==> config.mk <==
export PLATFORM = sky130hd
export DESIGN_NAME = ir_packet_tx
export DESIGN_NICKNAME = d
export VERILOG_FILES = /design/src/rtl/ir_packet_pkg.sv /design/src/rtl/ir_carrier_gen.sv /design/src/rtl/ir_packet_tx.sv
export SDC_FILE = /design/constraint.sdc
export NUM_CORES = 1
export LEC_CHECK = 0
export CORE_MARGIN = 2
export CORE_UTILIZATION = 55
export CTS_CLUSTER_DIAMETER = 30
export DETAILED_ROUTE_END_ITERATION = 16
export PLACE_DENSITY = 0.78
export SLEW_MARGIN = 20
export SYNTH_ARGS = -nofsm -noshare
export SYNTH_HDL_FRONTEND = slang
export SYNTH_SLANG_ARGS = --single-unit
==> constraint.sdc <==
create_clock -name CLK -period 3.2 [get_ports CLK]
set_clock_uncertainty 0.05 [all_clocks]
set_input_delay 0.96 -clock CLK [delete_from_list [all_inputs] [get_ports CLK]]
set_output_delay 0.96 -clock CLK [all_outputs]
set_load 0.1 [all_outputs]
==> src/rtl/ir_packet_pkg.sv <==
// rtl/ir_packet_pkg.sv - shared types and per-car timing tables for the IR packet transmitter
//
// Contents:
//   car_sel_e    : car select encoding (BLUE, YELLOW, GREEN, RED)
//   state_e      : packet sequencer states
//   *_TBL        : per-car constants, indexed by car_sel_e.
//                  HALF_TBL is in CLK cycles; all others are in carrier periods.
//   is_burst()   : true for states that put the carrier on the LED
package ir_packet_pkg;

  typedef enum logic [1:0] {
    BLUE   = 2'd0,
    YELLOW = 2'd1,
    GREEN  = 2'd2,
    RED    = 2'd3
  } car_sel_e;

  typedef enum logic [2:0] {
    S_IDLE   = 3'd0,
    S_START  = 3'd1,
    S_GAP    = 3'd2,
    S_CARSEL = 3'd3,
    S_BIT    = 3'd4,
    S_FINISH = 3'd5
  } state_e;

  //                                          blue  yellow green red
  localparam int unsigned HALF_TBL     [4] = '{1389, 1250, 1333, 1250};
  localparam int unsigned START_TBL    [4] = '{ 191,   88,   88,  192};
  localparam int unsigned GAP_TBL      [4] = '{  25,   40,   40,   24};
  localparam int unsigned CARSEL_TBL   [4] = '{  47,   22,   44,   24};
  localparam int unsigned ASSERT_TBL   [4] = '{  47,   44,   44,   48};
  localparam int unsigned DEASSERT_TBL [4] = '{  22,   22,   22,   24};

  function automatic logic is_burst(input state_e s);
    return (s == S_START) || (s == S_CARSEL) || (s == S_BIT);
  endfunction

endpackage

==> src/rtl/ir_carrier_gen.sv <==
// rtl/ir_carrier_gen.sv - carrier half-period counter with period tick
//
// Ports:
//   CLK, RESET   : system clock, synchronous active-high reset
//   clear        : restart the carrier at the beginning of a high phase
//   half         : carrier half-period in CLK cycles (must be >= 1)
//   carrier_nxt  : carrier value for the next cycle (high during the first
//                  half of each period), so the caller can register it
//   period_tick  : high on the last cycle of each carrier period
module ir_carrier_gen #(
  parameter int HALF_W = 12
) (
  input  logic              CLK,
  input  logic              RESET,
  input  logic              clear,
  input  logic [HALF_W-1:0] half,
  output logic              carrier_nxt,
  output logic              period_tick
);

  logic [HALF_W-1:0] half_cnt;
  logic              phase;     // 0 = high half, 1 = low half
  logic              half_end;

  assign half_end    = (half_cnt == half - 1'b1);
  assign period_tick = phase & half_end;
  // A clear always lands on phase 0, i.e. the carrier's high half.
  assign carrier_nxt = clear ? 1'b1 : ~(half_end ? ~phase : phase);

  always_ff @(posedge CLK) begin
    if (RESET || clear) begin
      half_cnt <= '0;
      phase    <= 1'b0;
    end else if (half_end) begin
      half_cnt <= '0;
      phase    <= ~phase;
    end else begin
      half_cnt <= half_cnt + 1'b1;
    end
  end

endmodule

==> src/rtl/ir_packet_tx.sv <==
// rtl/ir_packet_tx.sv - multi-car IR packet transmitter
//
// Ports:
//   CLK, RESET   : system clock, synchronous active-high reset
//   SEND_PACKET  : request, accepted in IDLE or in the FINISH (DONE) cycle
//   CAR_SEL      : car select (0 blue, 1 yellow, 2 green, 3 red), latched on accept
//   COMMAND      : command bits sent LSB first, latched on accept
//   BUSY         : high while a packet is on the air (through the last gap)
//   DONE         : one-cycle pulse when a packet completes
//   IR_LED       : registered modulated carrier
//
// HALF_SHIFT divides the carrier half-period by 2**HALF_SHIFT for fast
// simulation; it must be 0 for hardware.
module ir_packet_tx #(
  parameter int CMD_W      = 4,
  parameter int HALF_W     = 12,
  parameter int PULSE_W    = 8,
  parameter int HALF_SHIFT = 0
) (
  input  logic             CLK,
  input  logic             RESET,
  input  logic             SEND_PACKET,
  input  logic [1:0]       CAR_SEL,
  input  logic [CMD_W-1:0] COMMAND,
  output logic             BUSY,
  output logic             DONE,
  output logic             IR_LED
);
  import ir_packet_pkg::*;

  localparam int IDX_W = (CMD_W > 1) ? $clog2(CMD_W) : 1;
  localparam logic [IDX_W-1:0] LAST_IDX = IDX_W'(CMD_W - 1);

  state_e              state, state_d;
  state_e              gap_next, gap_next_d;   // where the current GAP leads
  logic [IDX_W-1:0]    bit_idx, bit_idx_d;
  logic [PULSE_W-1:0]  seg_cnt, seg_cnt_d;
  car_sel_e            car_q;
  logic [CMD_W-1:0]    cmd_q;
  logic [HALF_W-1:0]   half_q;
  logic                ir_led_q;
  logic                accept;
  logic                carrier_nxt;
  logic                period_tick;
  logic                seg_last;
  int unsigned         seg_len;

  ir_carrier_gen #(.HALF_W(HALF_W)) u_carrier (
    .CLK         (CLK),
    .RESET       (RESET),
    .clear       (accept),
    .half        (half_q),
    .carrier_nxt (carrier_nxt),
    .period_tick (period_tick)
  );

  // Length of the current segment in carrier periods.
  always_comb begin
    seg_len = 1;
    case (state)
      S_START:  seg_len = START_TBL[car_q];
      S_GAP:    seg_len = GAP_TBL[car_q];
      S_CARSEL: seg_len = CARSEL_TBL[car_q];
      S_BIT:    seg_len = cmd_q[bit_idx] ? ASSERT_TBL[car_q] : DEASSERT_TBL[car_q];
      default:  seg_len = 1;
    endcase
  end

  assign seg_last = (seg_cnt == PULSE_W'(seg_len - 1));

  always_comb begin
    state_d    = state;
    gap_next_d = gap_next;
    bit_idx_d  = bit_idx;
    seg_cnt_d  = seg_cnt;
    accept     = 1'b0;
    case (state)
      S_IDLE: accept = SEND_PACKET;
      S_FINISH: begin
        state_d = S_IDLE;
        accept  = SEND_PACKET;
      end
      default: begin
        // Segments only end on carrier-period boundaries.
        if (period_tick) begin
          if (seg_last) begin
            seg_cnt_d = '0;
            case (state)
              S_START: begin
                state_d    = S_GAP;
                gap_next_d = S_CARSEL;
              end
              S_CARSEL: begin
                state_d    = S_GAP;
                gap_next_d = S_BIT;
              end
              S_BIT: begin
                state_d = S_GAP;
                if (bit_idx == LAST_IDX) begin
                  gap_next_d = S_FINISH;
                end else begin
                  gap_next_d = S_BIT;
                  bit_idx_d  = bit_idx + 1'b1;
                end
              end
              default: state_d = gap_next;
            endcase
          end else begin
            seg_cnt_d = seg_cnt + 1'b1;
          end
        end
      end
    endcase
    if (accept) begin
      state_d   = S_START;
      seg_cnt_d = '0;
      bit_idx_d = '0;
    end
  end

  always_ff @(posedge CLK) begin
    if (RESET) begin
      state    <= S_IDLE;
      gap_next <= S_IDLE;
      bit_idx  <= '0;
      seg_cnt  <= '0;
      car_q    <= BLUE;
      cmd_q    <= '0;
      half_q   <= HALF_W'(HALF_TBL[BLUE] >> HALF_SHIFT);
      ir_led_q <= 1'b0;
    end else begin
      state    <= state_d;
      gap_next <= gap_next_d;
      bit_idx  <= bit_idx_d;
      seg_cnt  <= seg_cnt_d;
      if (accept) begin
        car_q  <= car_sel_e'(CAR_SEL);
        cmd_q  <= COMMAND;
        half_q <= HALF_W'(HALF_TBL[CAR_SEL] >> HALF_SHIFT);
      end
      ir_led_q <= is_burst(state_d) & carrier_nxt;
    end
  end

  assign BUSY   = (state != S_IDLE) && (state != S_FINISH);
  assign DONE   = (state == S_FINISH);
  assign IR_LED = ir_led_q;

endmodule

==> flow_metrics.tcl <==
set metrics [dict create \
    outcome "complete, but fails checks" \
    violations "setup timing" \
    min_path_type "reg2reg" \
    drive_gt1_share_pct 25.9 \
    startpoint "bit_idx[1]$_SDFFE_PP0P_" \
    yosys.cell_types.count 56 \
    final_cell_mix "41 x buf_4, 38 x dfxtp_1, 31 x nor2_1" \
    cts_sinks 40 \
    n_antenna_cell 0 \
    synth_top_family_by_area "simple AND/OR/NAND/NOR gates" \
    synth-edff-count 0 \
    area_growth_pct 31.8 \
    synthAdderAreaFrac_pct 6.71 \
    post-place-ws_ns -0.250 \
    rsz0062_at_grt "true" \
    worstPathRequired_ns 3.37 \
    port_buffers 11 \
    r2r-start "bit_idx[1]$_SDFFE_PP0P_" \
    clk_path_buf_depth 2 \
    setup_violations 17 \
    chipWidth_um 72.9 \
    initial_core_util_pct 56.0 \
    path_class "reg2reg" \
    report.final.slew_viol_count 0 \
    die_h_um 72.9 \
    cp.arrival_ns 3.65 \
    grt_antenna_before_repair 0 \
    syn_avg_cell_area_um2 8.16 \
    synth_cells 320 \
    numCtsBuffers 5 \
    place_congestion 0.977 \
    totalWireLength_um 6600 \
    overflow 0 \
    hold_buffers 0 \
    worst_pin_slew_ns 0.555 \
    fin_util_pct 73.8 \
    grt_pass1_vias 2322 \
    synth_xor_area_share_pct 9.73 \
    clkTransAtPathRegs_ns 0.08 \
    vias 2526 \
    rows 25 \
    crit_path_max_fanout 5 \
    ys_ff_latch 40 \
    final_cells 424 \
    rr_worst_depth 12 \
    period_share_pct 109 \
    grt_max_degree 22 \
    r2r-end "IR_LED$_SDFF_PP0_" \
    drc_errors 0 \
    root_buffer "clkbuf_8" \
    final_common_cell "buf_4" \
    cellLeakagePower_nw 1.34 \
    synthArstFlopShare_pct 0 \
    synthSimpleGateAreaFrac_pct 27.8 \
    fill_cells 349 \
    wire_per_inst_um 15.6 \
    synthMuxAreaShare_pct 2.40 \
    tritoncts "done" \
    critPathLaunchType "register" \
    syn_nets 343 \
    first_iter_violations 198 \
    dieArea_mm2 0.00531 \
    min_period_ns 3.49 \
    via_per_inst 5.96 \
    timing.final.ws_setup_ns -0.289 \
    ys.flop_type "dfxtp_1" \
    grt_usage_pct 25.4 \
    synth_area_mm2 0.00261 \
    grt_pass1_wl_um 10600 \
    dp_hpwl_um 4660 \
    max_cap_viol_count 0 \
    fmax_mhz 287 \
    synth_compound_area_share_pct 18.7 \
    r2r_slack_ns -0.29 \
    p_total_mw 1.21 \
    hp-start "gap_next[0]$_SDFFE_PP0P_" \
    power.density_mw_per_mm2 352 \
    ant_nets 0 \
    relSlewSlack_pct 62.8 \
    dp_cells 408 \
    end_kind "register" \
    cts-htree-levels 2 \
    coreArea_mm2 0.00466 \
    finalHoldViolations 0 \
    yosys_warnings 0 \
    crit_end "IR_LED$_SDFF_PP0_" \
    finalNetCount 393 \
    irDropWorstVdd_uv 265 \
    yosysSeqAreaShare_pct 30.7 \
    clk_latency_ns 0.29 \
    dr.pass1.iters 4 \
    boundaryPins 12 \
]
[metal layers]
| metal | part of all wire (%) | track usage, % | wire, um | vias to the layer above |
|---|---|---|---|---|
| met2 | 51 | 43.2 | 3360 | 67 |
| met4 | 2.6 | 11.3 | 172 | 0 |
| met5 | 0 | 0 | 0 | - |
| li1 | - | - | - | 1233 |
| met3 | 5.1 | 4.14 | 334 | 21 |
| met1 | 41 | 31.6 | 2740 | 1205 |
[power by group]
| group | switching [mW] | total, mW | internal [mW] |
|---|---|---|---|
| combinational | 0.122 | 0.216 | 0.0949 |
| sequential | 0.00754 | 0.516 | 0.509 |
| clock | 0.170 | 0.477 | 0.307 |
[cell families after synthesis]
| logic type | Yosys count |
|---|---|
| buffers and inverters | 27 |
| DFF | 40 |
| xor gates and xnor gates | 29 |
| and+or+nand+nor | 136 |
| AOI/OAI and AO/OA | 69 |
| adders and majority gates | 14 |
| muxes | 5 |
[what timing repair did]
action / in CTS / in global routing
pin swaps: 16 / 18
endpoints found under the setup margin: 15 / 17
gates resized for setup: 15 / 21
buffers inserted: 6 / 5
[registers in the layout (all words and copies together) (netlist names)]
name	flops
IR_LED	1
bit_idx	2
car_q	2
cmd_q	4
gap_next	3
half_q	4
seg_cnt	8
state	3
u_carrier.half_cnt	12
u_carrier.phase	1
[cell type report]
type                       instances  area [um^2]  share of cell area (%)
clock buffer                       5         68.8                    2.00
clock inverter                     2         60.1                    1.75
inverter                          12         45.0                    1.31
multi-input combinational        253         1890                    54.9
sequential                        40          803                    23.4
tap                               54         67.6                    1.96
timing repair buffer              58          507                    14.7
[through the flow]
stage | area (um^2) | hold WS [ns] | setup TNS, ns
after detailed placement | 3090 | 0.389 | -2.65
after global routing | 3440 | 0.438 | -5.21
final | 3440 | 0.406 | -3.08
after global placement | 3090 | 0.382 | -0.925
after floorplan | 2670 | 0.371 | -0.269
after CTS | 3340 | 0.402 | -1.44
[worst min path at each step]
| stage | slack [ns] | depth (start not counted) | endpoint |
|---|---|---|---|
| 4_1_cts | 0.40 | 2 | gap_next[0]$_SDFFE_PP0P_ |
| 5_1_grt | 0.44 | 2 | gap_next[0]$_SDFFE_PP0P_ |
| 2_1_floorplan | 0.37 | 2 | gap_next[0]$_SDFFE_PP0P_ |
| 3_3_place_gp | 0.38 | 2 | gap_next[0]$_SDFFE_PP0P_ |
| 3_5_place_dp | 0.39 | 2 | gap_next[0]$_SDFFE_PP0P_ |
| 6_report | 0.41 | 2 | gap_next[0]$_SDFFE_PP0P_ |
[Yosys cell counts (3+ instances only)]
| library cell | n | share of area (%) |
|---|---|---|
| nand3_1 | 15 | 2.9 |
| nand2b_1 | 9 | 2.2 |
| a21o_1 | 6 | 1.7 |
| nand4_1 | 4 | 0.96 |
| mux2i_1 | 4 | 1.5 |
| and2_1 | 4 | 0.96 |
| nand3b_1 | 4 | 1.2 |
| a21oi_1 | 21 | 4.0 |
| clkbuf_1 | 12 | 1.7 |
| a211o_1 | 3 | 1.0 |
| and3_1 | 4 | 0.96 |
| xnor2_1 | 10 | 3.4 |
| or3_1 | 4 | 0.96 |
| nor2b_1 | 6 | 1.4 |
| nor3_1 | 5 | 0.96 |
| a211oi_1 | 5 | 1.4 |
| o21ai_0 | 9 | 1.7 |
| nor2_1 | 35 | 5.0 |
| inv_1 | 12 | 1.7 |
| ha_1 | 14 | 6.7 |
| nor3b_1 | 3 | 0.86 |
| nor4_1 | 5 | 1.2 |
| xor2_1 | 19 | 6.4 |
| nand2_1 | 24 | 3.5 |
| dfxtp_1 | 40 | 31 |
[critical path, stage by stage (launching register included)]
cell and delay [ns]:
dfxtp_2 0.35, mux4_2 0.56, a2111oi_4 0.34, buf_4 0.17
buf_4 0.10, o211ai_2 0.10, or3_4 0.41, a221o_1 0.36
a211oi_4 0.36, buf_4 0.18, mux2i_1 0.18, a21oi_1 0.06
a211oi_1 0.19
No activity file was read; power rests on OpenSTA's default activity.
